File: config.mk
export PLATFORM = sky130hd
export DESIGN_NAME = chip8_io_responder_flat
export DESIGN_NICKNAME = d
export VERILOG_FILES = /design/src/rtl/chip8_io_responder_if.sv /design/src/rtl/chip8_io_responder.sv /design/src/flat_wrapper.sv
export SDC_FILE = /design/constraint.sdc
export NUM_CORES = 1
export LEC_CHECK = 0
export CAP_MARGIN = 5
export CORE_MARGIN = 5
export CORE_UTILIZATION = 35
export DETAILED_ROUTE_END_ITERATION = 16
export HOLD_SLACK_MARGIN = 0.1
export PLACE_DENSITY = 0.65
export SLEW_MARGIN = 20
export SYNTH_ARGS = -nofsm -noshare
export SYNTH_HDL_FRONTEND = slang
export SYNTH_SLANG_ARGS = --single-unit
File: constraint.sdc
create_clock -name clk -period 3.34 [get_ports clk]
set_clock_uncertainty 0.2 [all_clocks]
set_input_delay 0.334 -clock clk [delete_from_list [all_inputs] [get_ports clk]]
set_output_delay 0.334 -clock clk [all_outputs]
set_load 0.005 [all_outputs]
File: src/rtl/chip8_io_responder_if.sv
`timescale 1ns/1ps
// chip8_io_responder_if
// Low-window CHIP-8 system bus as seen by the I/O responder.
//   addr     : 16-bit CPU bus address
//   cu_state : 2'b00 disabled, 2'b01 read, 2'b10 write, 2'b11 disabled
//   wdata    : CPU write data
//   rdata    : responder read data (combinational, zero wait-state)
//   hit      : responder claims the current access
// master = CPU side, slave = responder side.
interface chip8_io_responder_if;
  logic [15:0] addr;
  logic [1:0]  cu_state;
  logic [7:0]  wdata;
  logic [7:0]  rdata;
  logic        hit;

  modport master (output addr, output cu_state, output wdata, input rdata, input hit);
  modport slave  (input addr, input cu_state, input wdata, output rdata, output hit);
endinterface

File: src/rtl/chip8_io_responder.sv
`timescale 1ns/1ps
// chip8_io_responder
// Responder for the CHIP-8 low peripheral window: keyboard levels,
// blocking wait-for-key, 60 Hz delay/sound timers and a free-running RNG.
// Ports:
//   clk      : system clock, rising edge
//   reset    : asynchronous assert, active-low
//   bus      : bus slave (addr, cu_state, wdata in; rdata, hit out)
//   keys     : raw key levels, asynchronous to clk, bit k = key k pressed
//   sound_on : sound timer is nonzero
//   tick     : one-cycle pulse in the cycle the timers decrement
// Register map:
//   0x0000 R keys[7:0]   0x0001 R keys[15:8]
//   0x0002 W arm wait    0x0002 R wait result (FF until a key completes)
//   0x0003 RW delay      0x0004 RW sound      0x000B R lfsr[7:0]
module chip8_io_responder #(
  parameter int unsigned CLK_HZ    = 1000000,
  parameter int unsigned TICK_HZ   = 60,
  parameter logic [15:0] LFSR_SEED = 16'hACE1
) (
  input  logic                clk,
  input  logic                reset,
  chip8_io_responder_if.slave bus,
  input  logic [15:0]         keys,
  output logic                sound_on,
  output logic                tick
);

  localparam int unsigned DIV   = CLK_HZ / TICK_HZ;
  localparam int unsigned CNT_W = (DIV > 1) ? $clog2(DIV) : 1;
  localparam logic [CNT_W-1:0] CNT_LAST = CNT_W'(DIV - 1);
  localparam logic [15:0] LFSR_MASK = 16'hB400;

  localparam logic [1:0] CU_READ  = 2'b01;
  localparam logic [1:0] CU_WRITE = 2'b10;

  localparam logic [15:0] A_KEY_LO = 16'h0000;
  localparam logic [15:0] A_KEY_HI = 16'h0001;
  localparam logic [15:0] A_WAIT   = 16'h0002;
  localparam logic [15:0] A_DELAY  = 16'h0003;
  localparam logic [15:0] A_SOUND  = 16'h0004;
  localparam logic [15:0] A_RNG    = 16'h000B;

  typedef enum logic [1:0] {
    W_IDLE,
    W_WAIT_PRESS,
    W_WAIT_RELEASE,
    W_DONE
  } wait_state_t;

  logic             rd_en;
  logic             wr_en;
  logic             sel_key_lo;
  logic             sel_key_hi;
  logic             sel_wait;
  logic             sel_delay;
  logic             sel_sound;
  logic             sel_rng;
  logic             addr_mapped;
  logic [15:0]      keys_s;
  logic [CNT_W-1:0] presc_reg;
  logic [7:0]       delay_reg;
  logic [7:0]       sound_reg;
  logic [15:0]      lfsr_reg;
  logic [15:0]      lfsr_next;
  wait_state_t      wait_state_reg;
  logic [3:0]       key_idx_reg;
  logic [3:0]       low_key_idx;
  logic [7:0]       wait_result;
  logic [7:0]       rdata_mux;

  // ---------------------------------------------------------------- decode
  // 2'b11 matches neither enable, so it behaves as disabled.
  assign rd_en = (bus.cu_state == CU_READ);
  assign wr_en = (bus.cu_state == CU_WRITE);

  assign sel_key_lo  = (bus.addr == A_KEY_LO);
  assign sel_key_hi  = (bus.addr == A_KEY_HI);
  assign sel_wait    = (bus.addr == A_WAIT);
  assign sel_delay   = (bus.addr == A_DELAY);
  assign sel_sound   = (bus.addr == A_SOUND);
  assign sel_rng     = (bus.addr == A_RNG);
  assign addr_mapped = sel_key_lo | sel_key_hi | sel_wait | sel_delay | sel_sound | sel_rng;

  assign bus.hit = addr_mapped & (rd_en | wr_en);

  // ------------------------------------------------------ key synchronizer
  // Two flops per key bit; everything downstream uses keys_s only.
  for (genvar gi = 0; gi < 16; gi++) begin : g_key_sync
    logic meta_reg;
    logic sync_reg;
    always_ff @(posedge clk or negedge reset) begin
      if (!reset) begin
        meta_reg <= 1'b0;
        sync_reg <= 1'b0;
      end else begin
        meta_reg <= keys[gi];
        sync_reg <= meta_reg;
      end
    end
    assign keys_s[gi] = sync_reg;
  end

  // ------------------------------------------------------------ prescaler
  assign tick = (presc_reg == CNT_LAST);

  always_ff @(posedge clk or negedge reset) begin
    if (!reset) begin
      presc_reg <= '0;
    end else if (tick) begin
      presc_reg <= '0;
    end else begin
      presc_reg <= presc_reg + 1'b1;
    end
  end

  // --------------------------------------------------------------- timers
  // A CPU write wins over the decrement when both land on the same edge.
  always_ff @(posedge clk or negedge reset) begin
    if (!reset) begin
      delay_reg <= 8'h00;
      sound_reg <= 8'h00;
    end else begin
      if (wr_en && sel_delay) begin
        delay_reg <= bus.wdata;
      end else if (tick && (delay_reg != 8'h00)) begin
        delay_reg <= delay_reg - 1'b1;
      end

      if (wr_en && sel_sound) begin
        sound_reg <= bus.wdata;
      end else if (tick && (sound_reg != 8'h00)) begin
        sound_reg <= sound_reg - 1'b1;
      end
    end
  end

  assign sound_on = (sound_reg != 8'h00);

  // ----------------------------------------------------------------- LFSR
  // Galois form; the all-zero state is unreachable from a nonzero seed.
  assign lfsr_next = {1'b0, lfsr_reg[15:1]} ^ (lfsr_reg[0] ? LFSR_MASK : 16'h0000);

  always_ff @(posedge clk or negedge reset) begin
    if (!reset) begin
      lfsr_reg <= LFSR_SEED;
    end else begin
      lfsr_reg <= lfsr_next;
    end
  end

  // ------------------------------------------------------------- wait FSM
  // Lowest-numbered pressed key wins when several are down together.
  always_comb begin
    low_key_idx = 4'd0;
    for (int i = 15; i >= 0; i--) begin
      if (keys_s[i]) begin
        low_key_idx = 4'(i);
      end
    end
  end

  // Arm is honoured only from IDLE so a retried arm cannot restart a wait
  // that is already in progress; the result is consumed by reading it.
  always_ff @(posedge clk or negedge reset) begin
    if (!reset) begin
      wait_state_reg <= W_IDLE;
      key_idx_reg    <= 4'd0;
    end else begin
      unique case (wait_state_reg)
        W_IDLE: begin
          if (wr_en && sel_wait) begin
            wait_state_reg <= W_WAIT_PRESS;
          end
        end
        W_WAIT_PRESS: begin
          if (keys_s != 16'h0000) begin
            key_idx_reg    <= low_key_idx;
            wait_state_reg <= W_WAIT_RELEASE;
          end
        end
        W_WAIT_RELEASE: begin
          if (!keys_s[key_idx_reg]) begin
            wait_state_reg <= W_DONE;
          end
        end
        W_DONE: begin
          if (rd_en && sel_wait) begin
            wait_state_reg <= W_IDLE;
          end
        end
        default: wait_state_reg <= W_IDLE;
      endcase
    end
  end

  assign wait_result = (wait_state_reg == W_DONE) ? {4'h0, key_idx_reg} : 8'hFF;

  // ------------------------------------------------------------ read mux
  always_comb begin
    rdata_mux = 8'h00;
    if (rd_en) begin
      if (sel_key_lo) begin
        rdata_mux = keys_s[7:0];
      end else if (sel_key_hi) begin
        rdata_mux = keys_s[15:8];
      end else if (sel_wait) begin
        rdata_mux = wait_result;
      end else if (sel_delay) begin
        rdata_mux = delay_reg;
      end else if (sel_sound) begin
        rdata_mux = sound_reg;
      end else if (sel_rng) begin
        rdata_mux = lfsr_reg[7:0];
      end
    end
  end

  assign bus.rdata = rdata_mux;

endmodule

File: src/flat_wrapper.sv
// flat-port wrapper written by rule: the top's interface ports become plain ports
module chip8_io_responder_flat 
#(
  parameter int unsigned CLK_HZ    = 1000000,
  parameter int unsigned TICK_HZ   = 60,
  parameter logic [15:0] LFSR_SEED = 16'hACE1
)
  (clk, reset, keys, sound_on, tick, bus_addr, bus_cu_state, bus_wdata, bus_rdata, bus_hit);
  chip8_io_responder_if bus_i ();
  input  logic clk;
  input  logic reset;
  input  logic [15:0] keys;
  output logic sound_on;
  output logic tick;
  input wire logic [$bits(bus_i.addr)-1:0] bus_addr;
  input wire logic [$bits(bus_i.cu_state)-1:0] bus_cu_state;
  input wire logic [$bits(bus_i.wdata)-1:0] bus_wdata;
  output wire logic [$bits(bus_i.rdata)-1:0] bus_rdata;
  output wire logic [$bits(bus_i.hit)-1:0] bus_hit;
  assign bus_i.addr = bus_addr;
  assign bus_i.cu_state = bus_cu_state;
  assign bus_i.wdata = bus_wdata;
  assign bus_rdata = bus_i.rdata;
  assign bus_hit = bus_i.hit;
  chip8_io_responder #(.CLK_HZ(CLK_HZ), .TICK_HZ(TICK_HZ), .LFSR_SEED(LFSR_SEED)) u_core (.clk(clk), .reset(reset), .bus(bus_i), .keys(keys), .sound_on(sound_on), .tick(tick));
endmodule
==> summary.txt <==
Final ANT Viol Nets: 0
Clk buf depth: 2
Top post-synthesis cells by area: dfrtp_1 47%, dfstp_2 5.1%, nor2_1 3.8%, xor2_1 3.8%, ha_1 3.6%
CTS tree: done
Initial core utilization: 36.0%
Crit-path slowest cell: clkdlybuf4s50_1
Buf+Inv Stages, Crit Path: 2
Maxcap violations: 0
Setup TNS: 0 ns
Worst Setup End Kind: output port
Port Buffers: 54
Worst path max stage delay: 0.51 ns
Root Buffer: clkbuf_16
Final non-filler cell total: 595
Syn avg cell area: 10.8 um2
Commonest cells after routing, fill and taps aside: 77 x dfrtp_1, 53 x clkdlybuf4s50_1, 42 x nor2_1
PwrDens: 480 nW/um2
Vias per inst: 5.34
Site Rows: 39
Post-DP HPWL: 7330 um
Levels on crit path: 7
Total Routing Usage GR: 14.1%
Syn Nets: 438
Crit. Startpoint: bus_addr[1]
Post-Syn Area: 4130 um2
Final Total Pwr: 2490 uW
Hold WC Path Type: reg2reg
Setup slack, reg-to-reg: 0.81 ns
Number of buffers created by CTS: 9
Die width: 119 um
Synth Flop Type: dfrtp_1
Reg clk slew, reported paths: 0.06 ns
Synth-to-Final Area Change: 26.0%
Reg-to-reg endpoint: u_core.wait_state_reg[1]$_DFFE_PN0P_
Final GP Congestion: 0.916
Total routed wirelength: 9770 um
Worst hold start: u_core.g_key_sync[3].meta_reg$_DFF_PN0_
Most Frequent Cell on Critical Path: clkdlybuf4s50_1
Share of layout cells above drive strength 1: 11.1%
Critical path class: in2out
Clock sinks: 85
First-pass GRT wire length: 16300 um
Area leader, netlist: dfrtp_1
Vias in the first global route: 3205
Fmax: 312 MHz
Startpoint types: input port
Netlist cell types: 60
RSZ-0062 raised after global routing: true
WL/cell: 16.4 um
IR drop worst, VDD: 0.000291 V
Leak Pwr: 0.00215 uW
Die area: 14100 um2
Final Cycle Share: 95.9%
Required @ worst endpoint: 2.81 ns
CP delay by family, top: buffers and inverters
Core box area: 11500 um2
Register area share after synthesis: 51.8%
Min Tclk post-route: 3.20 ns
Max transition margin: 51.0%
Post-Synthesis Cells: 382
Final Max Slew Viols: 0
Hold WS: 0.141 ns
Placed insts: 578
Status: completed
Worst-path cell chain: clkdlybuf4s50_1, nor4b_2, nand4_4, mux2i_1, o22ai_1, a32o_1, clkdlybuf4s50_1
DR iter-0 viols: 141
Initial antenna violation count: 0
Clock Latency Late Sink: 0.34 ns
TritonRoute pass-1 iters: 4
DIE HEIGHT: 119 um
I/O pin cnt: 55
Commonest non-fill, non-tap cell in the layout: dfrtp_1
Vias: 3178
Number of synthesized flops with an enable pin: 0
Final hold vios: 0
# setup viols final: 0
Antenna fix cells: 0
Finished Core Util: 45.3%
Largest net degree at the start of global routing: 86
Final #Nets: 504
Worst reg2reg path depth: 5
GRT Residual Overflow: 0
DRC: 0
Htree depth: 3
Critical R2R Launch: u_core.g_key_sync[3].sync_reg$_DFF_PN0_
FFs w/ async S/R, synth: 100%
Largest fanout on the critical path: 7
Worst endpoint data arrival time: 2.67 ns
Worst setup path end: bus_rdata[5]
Synth top area share: 46.7%
Total number of yosys warnings: 0
Seq cells post-synth: 85
Worst slew pin tran: 0.734 ns
-- how the worst min path moves through the flow --
stage,end,cells past startpoint
after floorplan,u_core.delay_reg[0]$_DFFE_PN0P_,0
after global placement,u_core.g_key_sync[14].sync_reg$_DFF_PN0_,0
after detailed placement,u_core.g_key_sync[3].sync_reg$_DFF_PN0_,0
after CTS,u_core.g_key_sync[3].sync_reg$_DFF_PN0_,0
after global routing,u_core.lfsr_reg[7]$_DFF_PN1_,0
final,u_core.g_key_sync[3].sync_reg$_DFF_PN0_,0
-- stage by stage --
step / worst slack, ns / area [um2]
after floorplan: 1.06 / 4130
after global placement: 0.132 / 4880
after detailed placement: 0.0423 / 4880
after CTS: 0.0323 / 5170
after global routing: -0.00408 / 5200
final: 0.138 / 5200
-- power breakdown --
| part | internal, uW | leakage, uW | switching, uW |
|---|---|---|---|
| combinational | 208 | 0.00104 | 190 |
| clock | 521 | 0.000127 | 401 |
| sequential | 1090 | 0.000985 | 86.8 |
| total | 1820 | 0.00215 | 677 |
-- cell usage after synthesis (2+ instances only) --
library cell / number
mux2i_1: 13
nand2b_1: 4
o22ai_1: 6
a21oi_1: 13
a22o_1: 2
a21boi_0: 2
o31ai_1: 2
buf_1: 2
mux4_2: 2
a211oi_1: 2
nand4b_1: 2
or4_1: 4
clkbuf_1: 5
and3_1: 4
inv_1: 16
xor2_1: 18
nor3_1: 4
o21ai_0: 23
o21ai_1: 3
buf_2: 4
nand3_1: 11
nor2b_1: 7
xnor2_1: 10
nor4_1: 6
ha_1: 12
a31oi_1: 5
dfrtp_1: 77
and4_1: 4
mux2_2: 5
nand4_1: 11
nor4bb_1: 2
dfstp_2: 8
a32o_1: 5
nor2_1: 42
and2_1: 2
or3_1: 3
nand2_1: 18
-- final cells by class --
type	count	area, um2
Multi-Input combinational cell	269	1890
Clock buffer	10	239
Timing Repair Buffer	67	654
Sequential cell	85	2140
Fill cell	1062	6270
Tap cell	143	179
Inverter	16	60.1
Clock inverter	5	36.3
-- what timing repair did --
item | CTS | global route
endpoints found under the hold margin | 77 | 0
endpoints found under the setup margin | 0 | 7
buffers inserted | 0 | 1
resized for setup | 0 | 3
hold buffers | 1 | 0
-- cell families (layout without fill, tap and decap cells) --
| group | after synthesis | count (layout) | synth area share [%] |
|---|---|---|---|
| AND/OR/NAND/NOR | 133 | 133 | 18.3 |
| flip-flops | 85 | 85 | 51.8 |
| AO/OA/AOI/OAI | 75 | 75 | 11.6 |
| XOR/XNOR | 28 | 28 | 5.94 |
| buffers and inverters | 28 | 98 | 2.85 |
| multiplexers | 21 | 21 | 5.88 |
| adder cells (fa/ha/maj) | 12 | 12 | 3.64 |
-- layer usage --
layer / vias up / wire length [um] / global-route usage [%]
met4: 0 / 153 / 4.89
met5: - / 0 / 0
met1: 1561 / 4430 / 19.3
met2: 96 / 4700 / 22.1
li1: 1511 / - / -
met3: 10 / 496 / 3.30
Note: power is estimated with default switching activity, not from simulation.
